File: src/rtl/cdc_pkg.sv
// Shared constants for the clock-1 output path: FSM encoding and default sizing.
package cdc_pkg;
  localparam logic [1:0] S_IDLE  = 2'd0;
  localparam logic [1:0] S_READ  = 2'd1;
  localparam logic [1:0] S_DRAIN = 2'd2;
  localparam logic [1:0] S_DONE  = 2'd3;

  localparam int DEF_DATA_W    = 8;
  localparam int DEF_RD_LAT    = 2;
  localparam int DEF_BURST_LEN = 256;
endpackage

File: src/rtl/fifo_read_sched_rd_lat_pipe.sv
// Valid delay line matching a fixed SRAM read latency; clr empties it synchronously.
module rd_lat_pipe #(
  parameter int RD_LAT = 2
) (
  input  logic clk,
  input  logic rst_n,
  input  logic clr,
  input  logic in,
  output logic out
);
  logic [RD_LAT-1:0] vld_pipe;

  always_ff @(posedge clk or negedge rst_n) begin
    if (!rst_n)   vld_pipe <= '0;
    else if (clr) vld_pipe <= '0;
    else          vld_pipe <= RD_LAT'({vld_pipe, in});
  end

  assign out = vld_pipe[RD_LAT-1];
endmodule

File: src/rtl/fifo_read_sched.sv
// Burst read sequencer for the async result FIFO; sole owner of fifo_rinc.
module fifo_read_sched
  import cdc_pkg::*;
#(
  parameter int DATA_W    = DEF_DATA_W,
  parameter int RD_LAT    = DEF_RD_LAT,
  parameter int BURST_LEN = DEF_BURST_LEN,
  parameter int CNT_W     = $clog2(BURST_LEN + 1)
) (
  input  logic              clk,
  input  logic              rst_n,
  input  logic              start,
  input  logic              abort,
  input  logic              fifo_empty,
  input  logic [DATA_W-1:0] fifo_rdata,
  output logic              fifo_rinc,
  output logic              out_valid,
  output logic [DATA_W-1:0] out_data,
  output logic              busy,
  output logic              done
);
  localparam logic [CNT_W-1:0] BL    = CNT_W'(BURST_LEN);
  localparam logic [CNT_W-1:0] BL_M1 = CNT_W'(BURST_LEN - 1);

  logic [1:0]       state, state_nx;
  logic [CNT_W-1:0] iss_cnt, out_cnt;
  logic             rd_ok, enter_rd, last_iss, emit;

  assign fifo_rinc = (state == S_READ) && !fifo_empty && (iss_cnt < BL) && !abort;
  assign last_iss  = fifo_rinc && (iss_cnt == BL_M1);
  assign enter_rd  = (state == S_IDLE) && start && !abort;
  assign emit      = rd_ok && !abort;
  assign busy      = (state == S_READ) || (state == S_DRAIN);

  rd_lat_pipe #(.RD_LAT(RD_LAT)) u_pipe (
    .clk  (clk),
    .rst_n(rst_n),
    .clr  (abort),
    .in   (fifo_rinc),
    .out  (rd_ok)
  );

  // out_cnt counts at the pipe tail, so reaching BURST_LEN implies the line is empty.
  always_comb begin
    state_nx = state;
    case (state)
      S_IDLE:  if (start)         state_nx = S_READ;
      S_READ:  if (last_iss)      state_nx = S_DRAIN;
      S_DRAIN: if (out_cnt == BL) state_nx = S_DONE;
      default:                    state_nx = S_IDLE;
    endcase
    if (abort) state_nx = S_IDLE;
  end

  always_ff @(posedge clk or negedge rst_n) begin
    if (!rst_n) begin
      state     <= S_IDLE;
      iss_cnt   <= '0;
      out_cnt   <= '0;
      out_valid <= 1'b0;
      out_data  <= '0;
      done      <= 1'b0;
    end else begin
      state     <= state_nx;
      out_valid <= emit;
      out_data  <= emit ? fifo_rdata : '0;
      done      <= (state_nx == S_DONE);
      if (abort || enter_rd) begin
        iss_cnt <= '0;
        out_cnt <= '0;
      end else begin
        if (fifo_rinc) iss_cnt <= iss_cnt + CNT_W'(1);
        if (rd_ok)     out_cnt <= out_cnt + CNT_W'(1);
      end
    end
  end
endmodule

File: config.mk
export PLATFORM = sky130hd
export DESIGN_NAME = fifo_read_sched
export DESIGN_NICKNAME = d
export VERILOG_FILES = /design/src/rtl/cdc_pkg.sv /design/src/rtl/fifo_read_sched_rd_lat_pipe.sv /design/src/rtl/fifo_read_sched.sv
export SDC_FILE = /design/constraint.sdc
export NUM_CORES = 1
export LEC_CHECK = 0
export BUFFER_PORTS_ARGS = -buffer_cell sky130_fd_sc_hd__clkbuf_2
export CORE_MARGIN = 2
export CORE_UTILIZATION = 62
export CTS_BUF_LIST = sky130_fd_sc_hd__clkbuf_8
export CTS_CLUSTER_SIZE = 28
export DETAILED_ROUTE_END_ITERATION = 8
export MAX_ROUTING_LAYER = met4
export PLACE_DENSITY = 0.87
export SETUP_SLACK_MARGIN = 0.05
export SLEW_MARGIN = 10
export SYNTH_ARGS = -nofsm -noshare
export SYNTH_HDL_FRONTEND = slang
export SYNTH_SLANG_ARGS = --single-unit
File: constraint.sdc
create_clock -name clk -period 3.2 [get_ports clk]
set_input_delay 0.48 -clock clk [delete_from_list [all_inputs] [get_ports clk]]
set_output_delay 0.48 -clock clk [all_outputs]
set_load 0.1 [all_outputs]
Yosys cells after proc, flatten, opt, wreduce, memory -nomap -nowiden
Index checks and enable logic that the tools add are counted.
- bits in registers: 32
- input port bits: 13
- output and inout port bits: 12
- logic and storage cells: 40
- add/sub/neg operators: 2
- order comparisons: 1
- equality and inequality tests: 5
- muxes and demuxes: 11
- reductions and logical operators: 14
- operators with widths (kind ; number):
    $mux W9 ; 4
    $add A9 B1 Y9 const B ; 2
    $mux W2 ; 5
    $eq A9 B8 Y1 const B ; 1
    $eq A9 B9 Y1 const B ; 1
    $lt A9 B9 Y1 const B ; 1
    $mux W8 ; 1
    $logic_and A1 B1 Y1 ; 7
    $pmux W2 S3 ; 1
    $eq A2 B2 Y1 const B ; 2
    $reduce_bool A2 Y1 ; 2
    $eq A2 B1 Y1 const B ; 1
    $logic_not A1 Y1 ; 2
    $logic_not A2 Y1 ; 1
    $logic_or A1 B1 Y1 ; 2

Logic depth before layout (Yosys ltp)
- depth after elaboration: 9
- mapped depth: 7
- gate-level depth less buffers: 7

Modules after synthesis
Synthesis repeated with hierarchy kept, for this count alone.
- cell total of the unflattened synthesis: 147
- area, all modules: 1535.2 um2
- by module, submodules not included (module ; times used ; cells an instance ; area each (um2) ; sequential area each (um2)):
    fifo_read_sched ; 1 ; 143 ; 1472.7 ; 750.7
    rd_lat_pipe ; 1 ; 4 ; 62.6 ; 50.0

Least setup slack after synthesis
No wires, ideal clock.
- path kind: register -> register
- start: reg state[1]
- end: reg done
- library setup time: 0.094 ns
- arrival time: 2.281 ns
- data required time: 3.106 ns
- setup slack: 0.825 ns
- cell stages (with the launch flop): 8
- path buffers: 1
- period minus slack after synthesis: 2.375 ns
- path through: dfrtp_1 -> inv_1 -> ha_1 -> or4b_1 -> clkbuf_2 -> inv_1 -> nand3_1 -> a211oi_1
- longest elaborated chain between the ends: 9
- elaborated cells between the ends (all ways): 13
- classes of those cells: eq/ne: 3; mux: 5; reduce/logical: 5
- ends and longest elaborated chain (item ; line ; text):
    start: declaration ; fifo_read_sched.sv:25 ; logic [1:0] state, state_nx;
    start signal: assignment ; fifo_read_sched.sv:64 ; state <= state_nx;
    $eq A2 B1 Y1 ; fifo_read_sched.sv:29 ; assign fifo_rinc = (state == S_READ) && !fifo_empty && (iss_cnt < BL) && !abort;
    $logic_and A1 B1 Y1 (3 in series) ; fifo_read_sched.sv:29 ;
    net fifo_rinc ; fifo_read_sched.sv:16 ; output logic fifo_rinc,
    $logic_and A1 B1 Y1 ; fifo_read_sched.sv:30 ; assign last_iss = fifo_rinc && (iss_cnt == BL_M1);
    $mux W2 ; fifo_read_sched.sv:48 ; S_READ: if (last_iss) state_nx = S_DRAIN;
    $pmux W2 S3 ; fifo_read_sched.sv:46 ; case (state)
    $mux W2 ; fifo_read_sched.sv:52 ; if (abort) state_nx = S_IDLE;
    $eq A2 B2 Y1 ; fifo_read_sched.sv:67 ; done <= (state_nx == S_DONE);
    end signal: assignment ; fifo_read_sched.sv:67 ;
    end: declaration ; fifo_read_sched.sv:20 ; output logic done
The timed path passes the listed nets, and every way through them passes these cells.
A chain may end at the register's enable or synchronous reset.

Worst setup path after layout
- start: reg state[1]
- end: out fifo_rinc
- longest elaborated chain between the ends: 4
- ends and longest elaborated chain (item ; line):
    $eq A2 B1 Y1 ; fifo_read_sched.sv:29
    $logic_and A1 B1 Y1 (3 in series) ; fifo_read_sched.sv:29
    end: declaration ; fifo_read_sched.sv:16
Every way passes these cells.

==> run metrics <==
Synth Area in Compound Gates=13.3%; reg2reg setup slack=1020 ps; simple-gate share of the synthesized area=about a fifth; number of I/O pins=25; Setup Fix Bufs, Post-CTS=0; RSZ-0062 raised after global routing=false; Max VDD drop=approximately 0.44 mV; Clock transition at path regs=70 ps; outcome=complete, no violations; synth warn=0; Top cell by count, worst path=inv_1; total track usage=a little over a quarter; area leader, netlist=dfrtp_1; crit path capture type=output pin; cts repair resizes=0; WP data required=2720 ps; ys async rst share=100%; vias in the first global route=1152; Worst setup SP type=register; die area=around 2900 µm²; largest net degree at the start of global routing=33; crit path buf inv count=4; n_diodes=0; Final Skew=around 8 ps; Worst-Skew Late Latency=just under 300 ps; first-pass GRT wire length=roughly 5200 µm; syn_nets=169; count of cell types in the netlist=34; critical path class=register to output pin; CP arrival=2310 ps; crit-path leading delay family=buffers and inverters; Max-cap violations=0; Root Buffer=clkbuf_8; post-DP HPWL=between 2000 and 2500 µm; P&R area growth vs syn=16.1%; number of flops mapped to enable cells by yosys=0; critical-path maximum fanout=17; Post-Syn Instances=148; Post-DRT Antenna Nets=0; cells along the critical path=inv_1 -> ha_1 -> or4b_1 -> buf_4 -> inv_1 -> clkbuf_2; grt total ovfl=0; FF-to-FF End=iss_cnt[6]$_DFFE_PN0P_; Max Freq=around 360 MHz; endpoints failing hold=0; Routed WL=approximately 3200 µm; DRT Pass-1 Iters=4; Die Ht=approximately 54 µm; minimum clock period=roughly 2800 ps; most common library cells after synthesis=dfrtp_1 (32), a21oi_1 (10), nor2_1 (10); Leakage=0.843 nW; Synth Area in Adders=approximately 6.6%; XOR/XNOR Fraction of Synth Area=2.30%; Avg WL per Cell=between 15 and 20 µm; post-synthesis mux area share=0.656%; RD Place Congestion=0.837; Buffers on Ports=24; top-count cell post-synth=dfrtp_1; Syn Area/Cell=10.3 µm²; CTS Buf Count=5; R2R depth=6; area fraction of the dominant cell type after synthesis=~52%; R2R Path Start=state[1]$_DFF_PN0_; pwr/cell area=just under 500 nW/µm²; Rows=17; Hold Crit Class=primary input to async pin; dominant cells by area after synthesis=dfrtp_1 (52%), ha_1 (6.6%), a21oi_1 (3.3%); DR vias=about 1200; Initial DRC Count=23; crit path max-delay cell type=or4b_1; CTS tree=built; initial antenna violation count=0; CTS Sinks=32; DRC=0; Most used DFF post-synth=dfrtp_1; core region area=2280 µm²; Max clock buf depth=2; largest family of logic cells by synthesized area=simple AND/OR/NAND/NOR gates; period utilisation layout=between 80% and 90%; Worst path max stage delay=480 ps; Mapped Area=1530 µm²; starting density of the core=between 60% and 70%; deepest level of the CTS H-tree=2; DR vias/cell=about 5.9; Seq/Total Area, Yosys=52.5%; final core utilization=just under 80%; Total Power=just under 0.0009 W; Die W=roughly 54 µm; Worst-Margin Slew=between 700 and 800 ps; Slew headroom=between 40% and 50%; layout cells sized above 1=between 10% and 20%; final net count=~190; Setup TNS Final=0 ps; max-slew violation count=0; Synth Register Bits=32; final setup vio count=0; Post-CTS Hold Buffers=0
==> flip-flops by register name, indices dropped and copies added, names as in the netlist <==
name,count
out_cnt,9
done,1
out_valid,1
out_data,8
iss_cnt,9
u_pipe.vld_pipe,2
state,2
==> power by group <==
| part | total [W] | internal (W) | switching, W |
|---|---|---|---|
| Clock | 0.000386 | 0.000230 | 0.000156 |
| Sequential | 0.000412 | 0.000408 | 0.00000361 |
| Combinational | 0.0000676 | 0.0000172 | 0.0000504 |
| Total | 0.000866 | 0.000655 | 0.000210 |
==> cell type report <==
cell class                 instances  area (µm²)
clock inverter                     3        42.5
clock buffer                       5        68.8
inverter                           9        33.8
fill                             151         503
tap                               28        35.0
sequential                        32         801
timing repair buffer              25         128
multi-input combinational        100         664
==> worst max-delay path by stage <==
stage | endpoint | cells after the start | from | slack (ps)
after floorplan | done$_DFF_PN0_ | 7 | state[1]$_DFF_PN0_ | 820
after CTS | fifo_rinc | 6 | state[1]$_DFF_PN0_ | 410
final | fifo_rinc | 6 | state[1]$_DFF_PN0_ | 410
after global routing | fifo_rinc | 6 | state[1]$_DFF_PN0_ | 330
after detailed placement | fifo_rinc | 6 | state[1]$_DFF_PN0_ | 740
after global placement | fifo_rinc | 5 | abort | 820
==> worst register-to-register path, delay by kind of cell (launching register included) <==
kind | cells | cell delay, ps
simple gates | 2 | 1000
flops | 1 | 420
buf+inv | 2 | 310
fa+ha+maj | 1 | 230
compound gates | 1 | 150
==> cell families after synthesis <==
family	after synthesis
adder cells (fa/ha/maj)	8
XOR/XNOR	4
AO/OA/AOI/OAI	31
buffers and inverters	16
multiplexers	1
flip-flops	32
AND/OR/NAND/NOR	56
==> layer usage <==
metal | track usage (%) | share of wire [%] | vias to the layer above
li1 | - | - | 578
met1 | 33.3 | 43 | 580
met2 | 42.0 | 51 | 31
met3 | 6.94 | 4.2 | 7
met4 | 15.0 | 2.1 | 0
met5 | - | 0 | -
==> metrics by stage <==
step / instance area, µm² / cells / setup slack [ps] / hold WS (ps)
after floorplan: 1530 / 148 / 825 / 184
after global placement: 1660 / 194 / 822 / 481
after detailed placement: 1660 / 194 / 735 / 475
after CTS: 1770 / 202 / 412 / 273
after global routing: 1770 / 202 / 335 / 320
final: 1770 / 202 / 415 / 252
==> cells in the final DEF (no fill, tap or decap), types with 2 or more instances in the layout <==
cell type,Yosys,routed
or4_1,5,5
o21ai_0,4,4
clkbuf_2,1,24
ha_1,8,8
or3_1,4,4
o21a_1,2,2
dfrtp_1,32,32
nor3_1,3,3
and2_1,8,8
nand2_1,6,6
nand3_1,7,7
inv_1,9,9
a211oi_1,3,3
a21oi_1,10,10
nor2_1,10,10
o31ai_1,4,4
nand4_1,6,6
a21o_1,2,2
xor2_1,3,3
a2bb2oi_1,2,2
clkbuf_8,0,5
Note: power is estimated with default switching activity, not from simulation.
